--- src/rtl/wb_timer_if.sv ---
// wb_timer_if
//   32-bit Wishbone slave bundle for the RISC-V machine timer.
//   master: drives the address, write data, byte selects, cyc, stb, cti, bte and we.
//   slave : drives the read data, ack and err.
//   The tmr_ prefix matches the peripheral-bus signal names used at the top level.
interface wb_timer_if;
  logic [5:0]  tmr_addr;
  logic [31:0] tmr_dat_w;
  logic [3:0]  tmr_sel;
  logic        tmr_cyc;
  logic        tmr_stb;
  logic [2:0]  tmr_cti;
  logic [1:0]  tmr_bte;
  logic        tmr_we;
  logic [31:0] tmr_dat_r;
  logic        tmr_ack;
  logic        tmr_err;

  modport master (
    output tmr_addr, tmr_dat_w, tmr_sel, tmr_cyc, tmr_stb, tmr_cti, tmr_bte, tmr_we,
    input  tmr_dat_r, tmr_ack, tmr_err
  );

  modport slave (
    input  tmr_addr, tmr_dat_w, tmr_sel, tmr_cyc, tmr_stb, tmr_cti, tmr_bte, tmr_we,
    output tmr_dat_r, tmr_ack, tmr_err
  );
endinterface

--- src/rtl/wb_timer.sv ---
// wb_timer
//   RISC-V machine timer. It holds a free-running 64-bit mtime and a 64-bit
//   mtimecmp, and both are reachable as 32-bit halves over Wishbone.
//   timer_interrupt is a registered, level-sensitive (mtime >= mtimecmp).
// Ports
//   clk             clock
//   rst             asynchronous, active-high reset
//   bus             Wishbone slave (wb_timer_if.slave)
//                   addr[1:0] selects the register: 0 = mtime lo, 1 = mtime hi,
//                   2 = mtimecmp lo, 3 = mtimecmp hi
//   timer_interrupt machine-timer interrupt request to the core
// Parameters
//   PRESCALER       clk cycles per mtime increment, 1..65536
module wb_timer #(
  parameter int unsigned PRESCALER = 1
) (
  input  logic       clk,
  input  logic       rst,
  wb_timer_if.slave  bus,
  output logic       timer_interrupt
);

  localparam int unsigned      PRE_W   = (PRESCALER > 1) ? $clog2(PRESCALER) : 1;
  localparam logic [PRE_W-1:0] PRE_MAX = PRE_W'(PRESCALER - 1);

  typedef enum logic [1:0] {
    REG_MTIME_LO = 2'd0,
    REG_MTIME_HI = 2'd1,
    REG_CMP_LO   = 2'd2,
    REG_CMP_HI   = 2'd3
  } reg_sel_e;

  logic [PRE_W-1:0] pre;
  logic             tick;
  logic [63:0]      mtime;
  logic [63:0]      mtimecmp;
  logic             req;
  logic             wr_en;
  reg_sel_e         reg_sel;
  logic [31:0]      rd_data;

  // The cycle-type fields and the upper address bits do not affect decoding.
  logic unused_bus_bits;
  assign unused_bus_bits = ^{bus.tmr_cti, bus.tmr_bte, bus.tmr_addr[5:2]};

  assign bus.tmr_err = 1'b0;

  assign reg_sel = reg_sel_e'(bus.tmr_addr[1:0]);
  // Excluding the cycle in which ack is high gives one wait state and one ack per request.
  assign req     = bus.tmr_cyc && bus.tmr_stb && !bus.tmr_ack;
  // Partial-select writes are acknowledged but never commit.
  assign wr_en   = req && bus.tmr_we && (bus.tmr_sel == 4'hF);
  assign tick    = (pre == PRE_MAX);

  // NOTE: every variable assigned in always_comb gets a default first, so no latch is inferred.
  always_comb begin
    rd_data = 32'h0;
    unique case (reg_sel)
      REG_MTIME_LO: rd_data = mtime[31:0];
      REG_MTIME_HI: rd_data = mtime[63:32];
      REG_CMP_LO:   rd_data = mtimecmp[31:0];
      REG_CMP_HI:   rd_data = mtimecmp[63:32];
      default:      rd_data = 32'h0;
    endcase
  end

  // The prescaler runs freely. Bus traffic never restarts it.
  // NOTE: sequential state uses non-blocking (<=) assignments only, so every
  // always_ff block samples pre-edge values regardless of evaluation order.
  always_ff @(posedge clk or posedge rst) begin
    if (rst) begin
      pre <= '0;
    end else if (tick) begin
      pre <= '0;
    end else begin
      pre <= pre + 1'b1;
    end
  end

  // A bus write to either half takes priority over the increment on the same edge.
  // That increment is dropped. The half that is not written keeps its old value.
  always_ff @(posedge clk or posedge rst) begin
    if (rst) begin
      mtime <= 64'h0;
    end else if (wr_en && (reg_sel == REG_MTIME_LO)) begin
      mtime[31:0] <= bus.tmr_dat_w;
    end else if (wr_en && (reg_sel == REG_MTIME_HI)) begin
      mtime[63:32] <= bus.tmr_dat_w;
    end else if (tick) begin
      mtime <= mtime + 64'd1;
    end
  end

  always_ff @(posedge clk or posedge rst) begin
    if (rst) begin
      mtimecmp <= 64'hFFFF_FFFF_FFFF_FFFF;
    end else if (wr_en && (reg_sel == REG_CMP_LO)) begin
      mtimecmp[31:0] <= bus.tmr_dat_w;
    end else if (wr_en && (reg_sel == REG_CMP_HI)) begin
      mtimecmp[63:32] <= bus.tmr_dat_w;
    end
  end

  // Read data is captured on the ack-rising edge from pre-edge values.
  // It then holds until the next request.
  always_ff @(posedge clk or posedge rst) begin
    if (rst) begin
      bus.tmr_ack   <= 1'b0;
      bus.tmr_dat_r <= 32'h0;
    end else begin
      bus.tmr_ack <= req;
      if (req) begin
        bus.tmr_dat_r <= rd_data;
      end
    end
  end

  always_ff @(posedge clk or posedge rst) begin
    if (rst) begin
      timer_interrupt <= 1'b0;
    end else begin
      timer_interrupt <= (mtime >= mtimecmp);
    end
  end

endmodule

--- src/flat_wrapper.sv ---
// flat-port wrapper written by rule: the top's interface ports become plain ports
module wb_timer_flat 
#(
  parameter int unsigned PRESCALER = 1
)
  (clk, rst, timer_interrupt, bus_tmr_addr, bus_tmr_dat_w, bus_tmr_sel, bus_tmr_cyc, bus_tmr_stb, bus_tmr_cti, bus_tmr_bte, bus_tmr_we, bus_tmr_dat_r, bus_tmr_ack, bus_tmr_err);
  wb_timer_if bus_i ();
  input  logic clk;
  input  logic rst;
  output logic timer_interrupt;
  input wire logic [$bits(bus_i.tmr_addr)-1:0] bus_tmr_addr;
  input wire logic [$bits(bus_i.tmr_dat_w)-1:0] bus_tmr_dat_w;
  input wire logic [$bits(bus_i.tmr_sel)-1:0] bus_tmr_sel;
  input wire logic [$bits(bus_i.tmr_cyc)-1:0] bus_tmr_cyc;
  input wire logic [$bits(bus_i.tmr_stb)-1:0] bus_tmr_stb;
  input wire logic [$bits(bus_i.tmr_cti)-1:0] bus_tmr_cti;
  input wire logic [$bits(bus_i.tmr_bte)-1:0] bus_tmr_bte;
  input wire logic [$bits(bus_i.tmr_we)-1:0] bus_tmr_we;
  output wire logic [$bits(bus_i.tmr_dat_r)-1:0] bus_tmr_dat_r;
  output wire logic [$bits(bus_i.tmr_ack)-1:0] bus_tmr_ack;
  output wire logic [$bits(bus_i.tmr_err)-1:0] bus_tmr_err;
  assign bus_i.tmr_addr = bus_tmr_addr;
  assign bus_i.tmr_dat_w = bus_tmr_dat_w;
  assign bus_i.tmr_sel = bus_tmr_sel;
  assign bus_i.tmr_cyc = bus_tmr_cyc;
  assign bus_i.tmr_stb = bus_tmr_stb;
  assign bus_i.tmr_cti = bus_tmr_cti;
  assign bus_i.tmr_bte = bus_tmr_bte;
  assign bus_i.tmr_we = bus_tmr_we;
  assign bus_tmr_dat_r = bus_i.tmr_dat_r;
  assign bus_tmr_ack = bus_i.tmr_ack;
  assign bus_tmr_err = bus_i.tmr_err;
  wb_timer #(.PRESCALER(PRESCALER)) u_core (.clk(clk), .rst(rst), .bus(bus_i), .timer_interrupt(timer_interrupt));
endmodule
--- config.mk ---
export PLATFORM = sky130hd
export DESIGN_NAME = wb_timer_flat
export DESIGN_NICKNAME = d
export VERILOG_FILES = /design/src/rtl/wb_timer_if.sv /design/src/rtl/wb_timer.sv /design/src/flat_wrapper.sv
export SDC_FILE = /design/constraint.sdc
export NUM_CORES = 1
export LEC_CHECK = 0
export BUFFER_PORTS_ARGS = -buffer_cell sky130_fd_sc_hd__buf_2
export CAP_MARGIN = 20
export CORE_MARGIN = 2
export CORE_UTILIZATION = 40
export DETAILED_ROUTE_END_ITERATION = 10
export GPL_ROUTABILITY_DRIVEN = 1
export PLACE_DENSITY = 0.56
export SYNTH_ARGS = -nofsm -noshare
export SYNTH_HDL_FRONTEND = slang
export SYNTH_SLANG_ARGS = --single-unit
--- constraint.sdc ---
create_clock -name clk -period 8.2 [get_ports clk]
set_clock_uncertainty 0.15 [all_clocks]
set_input_delay 1.64 -clock clk [delete_from_list [all_inputs] [get_ports clk]]
set_output_delay 1.64 -clock clk [all_outputs]
set_load 0.02 [all_outputs]
==> flow_summary.yaml, run 1 <==
route:
  route.vias.total: 8225
  drt_iter0_markers: 679
  vias_per_cell: 5.896
  ant_nets: 0
  wl_per_cell_um: 20.78
  postRouteWirelength_um: 28990
  first_pass_iters: 5
  drc: 0
yosys:
  synth_top_flop_cell: "sky130_fd_sc_hd__dfrtp_1"
  number_of_enable_type_register_cells_in_the_synthesized_netlist: 0
  post_synth_inst_count: 1001
  yosysSeqAreaShare_pct: 40.79
  synth_top_area_cell: "sky130_fd_sc_hd__dfrtp_1"
  synth.lib_cells_used.distinct: 74
  nets_in_the_synthesized_netlist: 1118
  synth.top_cells.by_area: "sky130_fd_sc_hd__dfrtp_1 (24%), sky130_fd_sc_hd__dfstp_2 (17%), sky130_fd_sc_hd__ha_1 (8.0%)"
  postSynthRegisterBits: 162
  async_set_or_reset_flop_fraction_in_the_synthesized_netlist_pct: 100.0
  count_of_yosys_warnings_during_synthesis: 0
  synth.cell_area_sq_um: 10130
  netlist.area_leader.share_pct: 24.20
  syn-mean-instance-area_sq_um: 10.12
worst_setup_path:
  rr_startpoint: "u_core.bus.tmr_ack"
  worstReg2RegEnd: "u_core.mtime[33]"
  reg2reg_setup_slack_ns: 4.29
  crit_arrival_ns: 4.90
  startpoint_type: "input pin"
  reg2reg_depth: 7
  worstSetupPathType: "in -> reg"
  cp.required_ns: 8.36
  crit_path_end_kind: "flip-flop"
  path_max_fanout: 61
timing:
  achievable-frequency_ghz: 0.2113
  timing.final.setup_violations: 0
  maxSlewViolCount: 0
  worstMarginPinSlew_ns: 1.064
  layout_min_cycle_time_ns: 4.732
  slew-limit-headroom_pct: 28.41
  timing.setup.tns_ns: 0
  unrepaired_setup_endpoints_after_global_routing: "no"
  timing.final.crit_share_pct: 57.71
  final_hold_vios: 0
cells_and_area:
  mostFrequentLayoutCells: "sky130_fd_sc_hd__dfrtp_1 (98), sky130_fd_sc_hd__nand2_1 (94), sky130_fd_sc_hd__buf_2 (76)"
  layout_cells_sized_above_1_pct: 29.11
  layout.cells.most_common: "sky130_fd_sc_hd__dfrtp_1"
  final_net_count: 1171
  layoutNonFillerInstCount: 1395
  diodes: 0
  nFillCells: 2424
  seqCellArea_sq_um: 4134
  syn_to_final_growth_pct: 12.31
  multi_input_comb_area_sq_um: 5485
hold_path:
  holdPathStages: 1
  worstHoldPathType: "reg -> reg"
  worst_hold_startpoint: "u_core.bus.tmr_dat_r[16]"
  worstHoldEndpoint: "u_core.bus.tmr_dat_r[16]"
floorplan:
  die_h_um: 163.2
  dieArea_sq_um: 26630
  die_width_um: 163.2
  core_sq_um: 25040
  initial_util_pct: 40.48
  placementRows: 58
  pin_count: 87
clock_tree:
  cts_tree: "built"
  postCtsResizedCells: 0
  clkLatencyLatePin_ns: 0.43
  path_clk_slew_ns: 0.06
  ctsLongestPathBuffers: 2
  cts_setup_buffers: 0
  clock-sinks: 162
  cts_buffers: 17
  cts-hold-fix-buffers: 0
  h-tree-depth: 4
  clock_tree.root_cell: "sky130_fd_sc_hd__clkbuf_16"
global_routing:
  pin_count_of_the_biggest_net_entering_global_routing: 73
  grt_first_pass_wirelength_um: 46530
  grt.total_usage_pct: 22.80
  overflow: 0
  initial_antenna_violation_count: 0
  grt_pass1_vias: 8011
place:
  dpl.hpwl_um: 20660
  gp_weighted_congestion: 0.9016
  placedCellCount: 1365
  port_buffers: 76
job:
  max_cap_viol_count: 0
power:
  total_chip_power_uw: 2322
  leakagePower_uw: 0.004806
  p_per_area_nw_per_um2: 204.0
  vdd_drop_max_mv: 0.1016
run_status:
  outcome: "finished clean"
## per-stage QoR
step / setup WS (ns) / area, sq um / hold slack, ns / util (%)
2_1_floorplan: 2.139 / 10130 / 0.3358 / -
3_3_place_gp: 2.991 / 10790 / 0.3346 / 43.09
3_5_place_dp: 2.950 / 10790 / 0.3377 / 43.09
4_1_cts: 3.396 / 11380 / 0.3525 / 45.46
5_1_grt: 3.165 / 11380 / 0.3551 / 45.46
6_report: 3.468 / 11380 / 0.3477 / 45.46
## cell families after synthesis
logic type,count (synthesis),synth area share (%)
compound gates,219,14.46
simple gates,324,16.63
other cells,1,0.03700
flops,162,40.79
xor+xnor,1,0.08644
mux,101,14.77
fa+ha+maj,65,8.025
buf+inv,128,5.210
## where the power goes
part           internal (uW)  leakage (uW)  total (uW)  switching, uW
registers                913       0.00180        1040            122
clock network            491      0.000273         826            335
logic                    209       0.00273         460            251
## registers in the layout (all words and copies together), names as in the netlist
signal                  cells
u_core.mtime               64
u_core.mtimecmp            64
u_core.bus.tmr_dat_r       32
u_core.bus.tmr_ack          1
u_core.timer_interrupt      1
## synth_stat cells (all sizes together), types with 24 or more instances
cell type	instances
a21oi	55
dfrtp	98
nor2	71
and3	24
o21ai	53
nand2	94
mux4	32
dfstp	64
a211oi	28
ha	65
nand4	30
clkbuf	38
nand3	34
inv	73
mux2	65
## critical path: stages
cell	delay (ns)
sky130_fd_sc_hd__buf_2	0.08
sky130_fd_sc_hd__nand3b_1	0.62
sky130_fd_sc_hd__buf_4	0.49
sky130_fd_sc_hd__buf_4	0.23
sky130_fd_sc_hd__or4_4	0.85
sky130_fd_sc_hd__nor2_4	0.62
sky130_fd_sc_hd__a21oi_1	0.09
sky130_fd_sc_hd__o221a_2	0.27
## how the worst max path moves through the flow
stage                     cells after the start  slack, ns        start                 end
after floorplan                               1       2.14          rst  u_core.bus.tmr_ack
final                                         8       3.47  bus_tmr_stb    u_core.mtime[33]
after detailed placement                      9       2.95  bus_tmr_stb  u_core.mtimecmp[0]
after CTS                                     9       3.40  bus_tmr_stb  u_core.mtimecmp[0]
after global placement                        8       2.99  bus_tmr_stb    u_core.mtime[34]
after global routing                          9       3.17  bus_tmr_stb  u_core.mtimecmp[0]
## routing by layer
metal / vias to the layer above / wire length (um) / track usage, %
met5: - / 0 / 0
met4: 0 / 454 / 6.074
met3: 28 / 1492 / 4.063
met2: 229 / 13350 / 35.48
met1: 4133 / 13690 / 32.75
li1: 3835 / - / -
## layout make-up
| cell class | instances | area share, % |
|---|---|---|
| Clock buffer | 21 | 4.045 |
| Clock inverter | 9 | 1.165 |
| Inverter | 73 | 2.451 |
| Multi-Input combinational cell | 711 | 48.19 |
| Sequential cell | 162 | 36.32 |
| Tap cell | 330 | 3.628 |
| Timing Repair Buffer | 89 | 4.199 |
(Power assumes the default switching activity.)
==> run 2: changes to the inputs <==
PLACE_DENSITY = 0.58   (was 0.56)
clock period = 4 ns   (was 8.2 ns; I/O delays follow)
==> flow_summary.yaml, run 2 (synthesis gave the netlist of run 1 again) <==
worst_setup_path:
  path_max_fanout: 10
  crit_chain: "nand4_1 > nor4_4 > nand4_1 > nor4_1 > and4_1 > nor3_1"
  cp.required_ns: 4.16
  worstSetupPathType: "reg -> reg"
  critical_path.max_stage_delay_ns: 0.77
  slowest_stage: "sky130_fd_sc_hd__nor4_1"
  path_common_cell: "sky130_fd_sc_hd__nand4_1"
  crit_arrival_ns: 3.28
  crit_path_end_kind: "flip-flop"
  startpoint_type: "flip-flop"
clock_tree:
  h-tree-depth: 4
  cts_tree: "built"
  clock_tree.root_cell: "sky130_fd_sc_hd__clkbuf_16"
  cts-hold-fix-buffers: 0
  clock-sinks: 162
  cts_buffers: 17
  clkLatencyLatePin_ns: 0.44
  postCtsResizedCells: 0
  path_clk_slew_ns: 0.06
  ctsLongestPathBuffers: 2
  cts_setup_buffers: 0
route:
  drc: 0
  ant_nets: 0
  postRouteWirelength_um: 29600
  route.vias.total: 8304
  drt_iter0_markers: 631
  vias_per_cell: 5.885
  first_pass_iters: 5
  wl_per_cell_um: 20.97
global_routing:
  grt_first_pass_wirelength_um: 47240
  initial_antenna_violation_count: 0
  pin_count_of_the_biggest_net_entering_global_routing: 65
  grt_pass1_vias: 8131
  overflow: 0
  grt.total_usage_pct: 23.15
floorplan:
  pin_count: 87
  core_sq_um: 25040
  placementRows: 58
  dieArea_sq_um: 26630
  die_width_um: 163.2
  initial_util_pct: 40.48
  die_h_um: 163.2
timing:
  layout_min_cycle_time_ns: 3.118
  hold_ws_ns: 0.3495
  timing.setup.tns_ns: 0
  timing.final.setup_violations: 0
  achievable-frequency_ghz: 0.3207
  unrepaired_setup_endpoints_after_global_routing: "no"
  final_hold_vios: 0
  slew-limit-headroom_pct: 37.77
  timing.final.crit_share_pct: 77.95
  worstMarginPinSlew_ns: 0.9264
  maxSlewViolCount: 0
cells_and_area:
  largest_registers: "u_core.mtime (64), u_core.mtimecmp (64), u_core.bus.tmr_dat_r (32)"
  utilization_pct: 45.88
  mostFrequentLayoutCells: "sky130_fd_sc_hd__dfrtp_1 (98), sky130_fd_sc_hd__nand2_1 (94), sky130_fd_sc_hd__buf_2 (76)"
  final_net_count: 1185
  diodes: 0
  layout_cells_sized_above_1_pct: 30.16
  syn_to_final_growth_pct: 13.33
  layout.cells.most_common: "sky130_fd_sc_hd__dfrtp_1"
place:
  dpl.hpwl_um: 21420
  gp_weighted_congestion: 0.9235
  port_buffers: 76
job:
  max_cap_viol_count: 0
hold_path:
  worstHoldPathType: "reg -> reg"
power:
  p_per_area_nw_per_um2: 409.0
  leakagePower_uw: 0.004881
  total_chip_power_uw: 4697
  vdd_drop_max_mv: 0.2061
run_status:
  outcome: "finished clean"
==> run 2: cell count changes in the layout (fill, tap and decap cells not counted), sizes merged <==
cell and delta:
clkinv +4, buf +14, inv +1, clkinvlp -1, bufinv -2
==> run 2: power by group <==
part           total, uW  internal (uW)  switching [uW]
Combinational        964            439             525
Sequential          2110           1870             239
Clock               1620            909             714
==> run 2: critical path, delay by kind of cell (launching register included) <==
family | cells | cell delay (ns)
AND/OR/NAND/NOR | 6 | 2.33
flip-flops | 1 | 0.50
==> run 2: layout make-up <==
cell class	instances	area, sq um
Tap cell	330	412.9
Sequential cell	162	4134
Timing Repair Buffer	103	608.1
Clock buffer	21	470.5
Clock inverter	11	102.6
Multi-Input combinational cell	711	5480
Inverter	73	277.8
Fill cell	2432	13550
==> run 2: final timing paths <==
| path | startpoint | end | slack [ns] | depth (start not counted) |
|---|---|---|---|---|
| worst min-delay path | u_core.bus.tmr_dat_r[10] | u_core.bus.tmr_dat_r[10] | 0.35 | 1 |
| worst max-delay path | u_core.mtime[12] | u_core.mtime[58] | 0.88 | 6 |
| max in group asynchronous | rst | u_core.mtimecmp[57] | 2.45 | 3 |
| min in group asynchronous | rst | u_core.bus.tmr_dat_r[13] | 0.38 | 2 |
| worst min register to register | u_core.bus.tmr_dat_r[10] | u_core.bus.tmr_dat_r[10] | 0.35 | 1 |
| worst max register to register | u_core.mtime[12] | u_core.mtime[58] | 0.88 | 6 |
==> run 2: metrics by stage <==
step / instances / instance area (sq um) / setup WS (ns)
after floorplan: 1001 / 10140 / 1.045
after global placement: 1378 / 10910 / 0.4988
after detailed placement: 1379 / 10910 / 0.4908
after CTS: 1411 / 11490 / 0.9364
after global routing: 1411 / 11490 / 0.6772
final: 1411 / 11490 / 0.8820
==> run 2: metal layers <==
metal  track usage, %  routed length (um)  part of all wire, %  vias to the layer above
met5                0                   0                    0                        -
met4            7.683                 633                  2.1                        0
met3            3.707                1460                  4.9                       34
met2            36.25               13620                   46                      235
met1            32.73               13890                   47                     4159
li1                 -                   -                    -                     3876
==> run 3: changes to the inputs <==
clock period = 2.6 ns   (was 4 ns; I/O delays follow)
==> flow_summary.yaml, run 3 (synthesis gave the netlist of run 1 again) <==
run_status:
  outcome: "finished clean"
worst_setup_path:
  rr_startpoint: "u_core.mtime[12]"
  startpoint_type: "flip-flop"
  path_max_fanout: 4
  crit_path_end_kind: "flip-flop"
  cp_startpoint: "u_core.mtime[12]"
  slowest_stage: "sky130_fd_sc_hd__nor4_4"
  reg2reg_setup_slack_ns: 0.03
  cp.required_ns: 2.76
  crit_chain: "nand4_1 > nor4_4 > buf_4 > nand4_4 > or3_4 > and3_4 > or3_1"
  worst_path_dominant_cell_family: "simple AND/OR/NAND/NOR gates"
  critical_path_depth: 7
  crit_buf_inv: 1
  reg2reg_depth: 7
  worstSetupPathType: "reg -> reg"
  crit_arrival_ns: 2.73
  critical_path.max_stage_delay_ns: 0.46
power:
  vdd_drop_max_mv: 0.4047
  p_per_area_nw_per_um2: 638.4
  leakagePower_uw: 0.005311
timing:
  final_hold_vios: 0
  worstMarginPinSlew_ns: 0.5893
  layout_min_cycle_time_ns: 2.567
  unrepaired_setup_endpoints_after_global_routing: "yes"
  timing.setup.tns_ns: 0
  slew-limit-headroom_pct: 60.71
  achievable-frequency_ghz: 0.3895
  timing.final.setup_violations: 0
  maxSlewViolCount: 0
  hold_ws_ns: 0.03397
  timing.final.crit_share_pct: 98.74
floorplan:
  placementRows: 58
  core_sq_um: 25040
  pin_count: 87
  die_width_um: 163.2
  dieArea_sq_um: 26630
  initial_util_pct: 40.48
  die_h_um: 163.2
hold_path:
  worstHoldPathType: "in -> async"
clock_tree:
  cts_buffers: 17
  cts-hold-fix-buffers: 0
  cts_tree: "built"
  clock-sinks: 162
  h-tree-depth: 4
  path_clk_slew_ns: 0.07
  clkLatencyLatePin_ns: 0.44
  ctsLongestPathBuffers: 2
  clock_tree.root_cell: "sky130_fd_sc_hd__clkbuf_16"
cells_and_area:
  largest_registers: "u_core.mtime (64), u_core.mtimecmp (64), u_core.bus.tmr_dat_r (32)"
  layout_cells_sized_above_1_pct: 35.96
  finalInstanceArea_sq_um: 12250
  mostFrequentLayoutCells: "sky130_fd_sc_hd__buf_4 (97), sky130_fd_sc_hd__dfrtp_1 (97), sky130_fd_sc_hd__nand2_1 (93)"
  final_net_count: 1261
  diodes: 0
  syn_to_final_growth_pct: 20.85
place:
  placedInstanceArea_sq_um: 11450
  dpl.hpwl_um: 22450
  port_buffers: 76
  gp_weighted_congestion: 0.9427
global_routing:
  overflow: 0
  grt_first_pass_wirelength_um: 48470
  grt.total_usage_pct: 23.67
  grt_pass1_vias: 8442
  pin_count_of_the_biggest_net_entering_global_routing: 96
  initial_antenna_violation_count: 0
route:
  ant_nets: 0
  drt_iter0_markers: 770
  wl_per_cell_um: 20.41
  route.vias.total: 8623
  first_pass_iters: 5
  vias_per_cell: 5.799
  drc: 0
  postRouteWirelength_um: 30350
job:
  max_cap_viol_count: 0
## run 3: report_power, final
group | switching, uW | total, uW | internal (uW)
Sequential | 239 | 3120 | 2880
Clock | 1140 | 2890 | 1750
Combinational | 984 | 1810 | 825
Total | 2370 | 7820 | 5450
## run 3: worst min-delay path, cell delays in order
cell,delay (ns)
sky130_fd_sc_hd__buf_2,0.11
sky130_fd_sc_hd__clkinvlp_4,0.10
sky130_fd_sc_hd__buf_12,0.29
## run 3: metrics by stage
step	utilization [%]	power (uW)	cells	worst slack, ns
finish	48.92	7819	1487	0.03275
global route	48.92	8193	1487	-0.05715
CTS	48.38	7860	1479	0.02239
detailed placement	45.73	4953	1447	-0.05268
global placement	45.73	4915	1447	-0.03123
floorplan	-	4244	1001	-0.07456
## run 3: worst paths after layout
path | endpoint
worst min register to register | u_core.bus.tmr_dat_r[17]
min in group clk | u_core.mtimecmp[21]
max in group asynchronous | u_core.mtimecmp[55]
worst min-delay path | u_core.bus.tmr_dat_r[12]
worst max-delay path | u_core.mtime[48]
worst max register to register | u_core.mtime[48]
## run 3: metal layers
metal  vias up  share of wire (%)  track usage [%]
met5         -                  0                0
met2       240                 46            37.67
met1      4338                 48            34.70
met4         0                1.6            5.752
li1       4014                  -                -
met3        31                4.3            2.463
## run 3: timing repair
action / in CTS / in global routing
setup endpoints to repair: 0 / 24
setup buffers: 0 / 8
resized for setup: 0 / 15
## run 3: area by class of cell
class                      count  area (sq um)
sequential                   162          4135
clock buffer                  18         439.2
inverter                      73         277.8
fill                        2331         12790
clock inverter                14         225.2
multi-input combinational    711          5538
timing repair buffer         179          1220
tap                          330         412.9
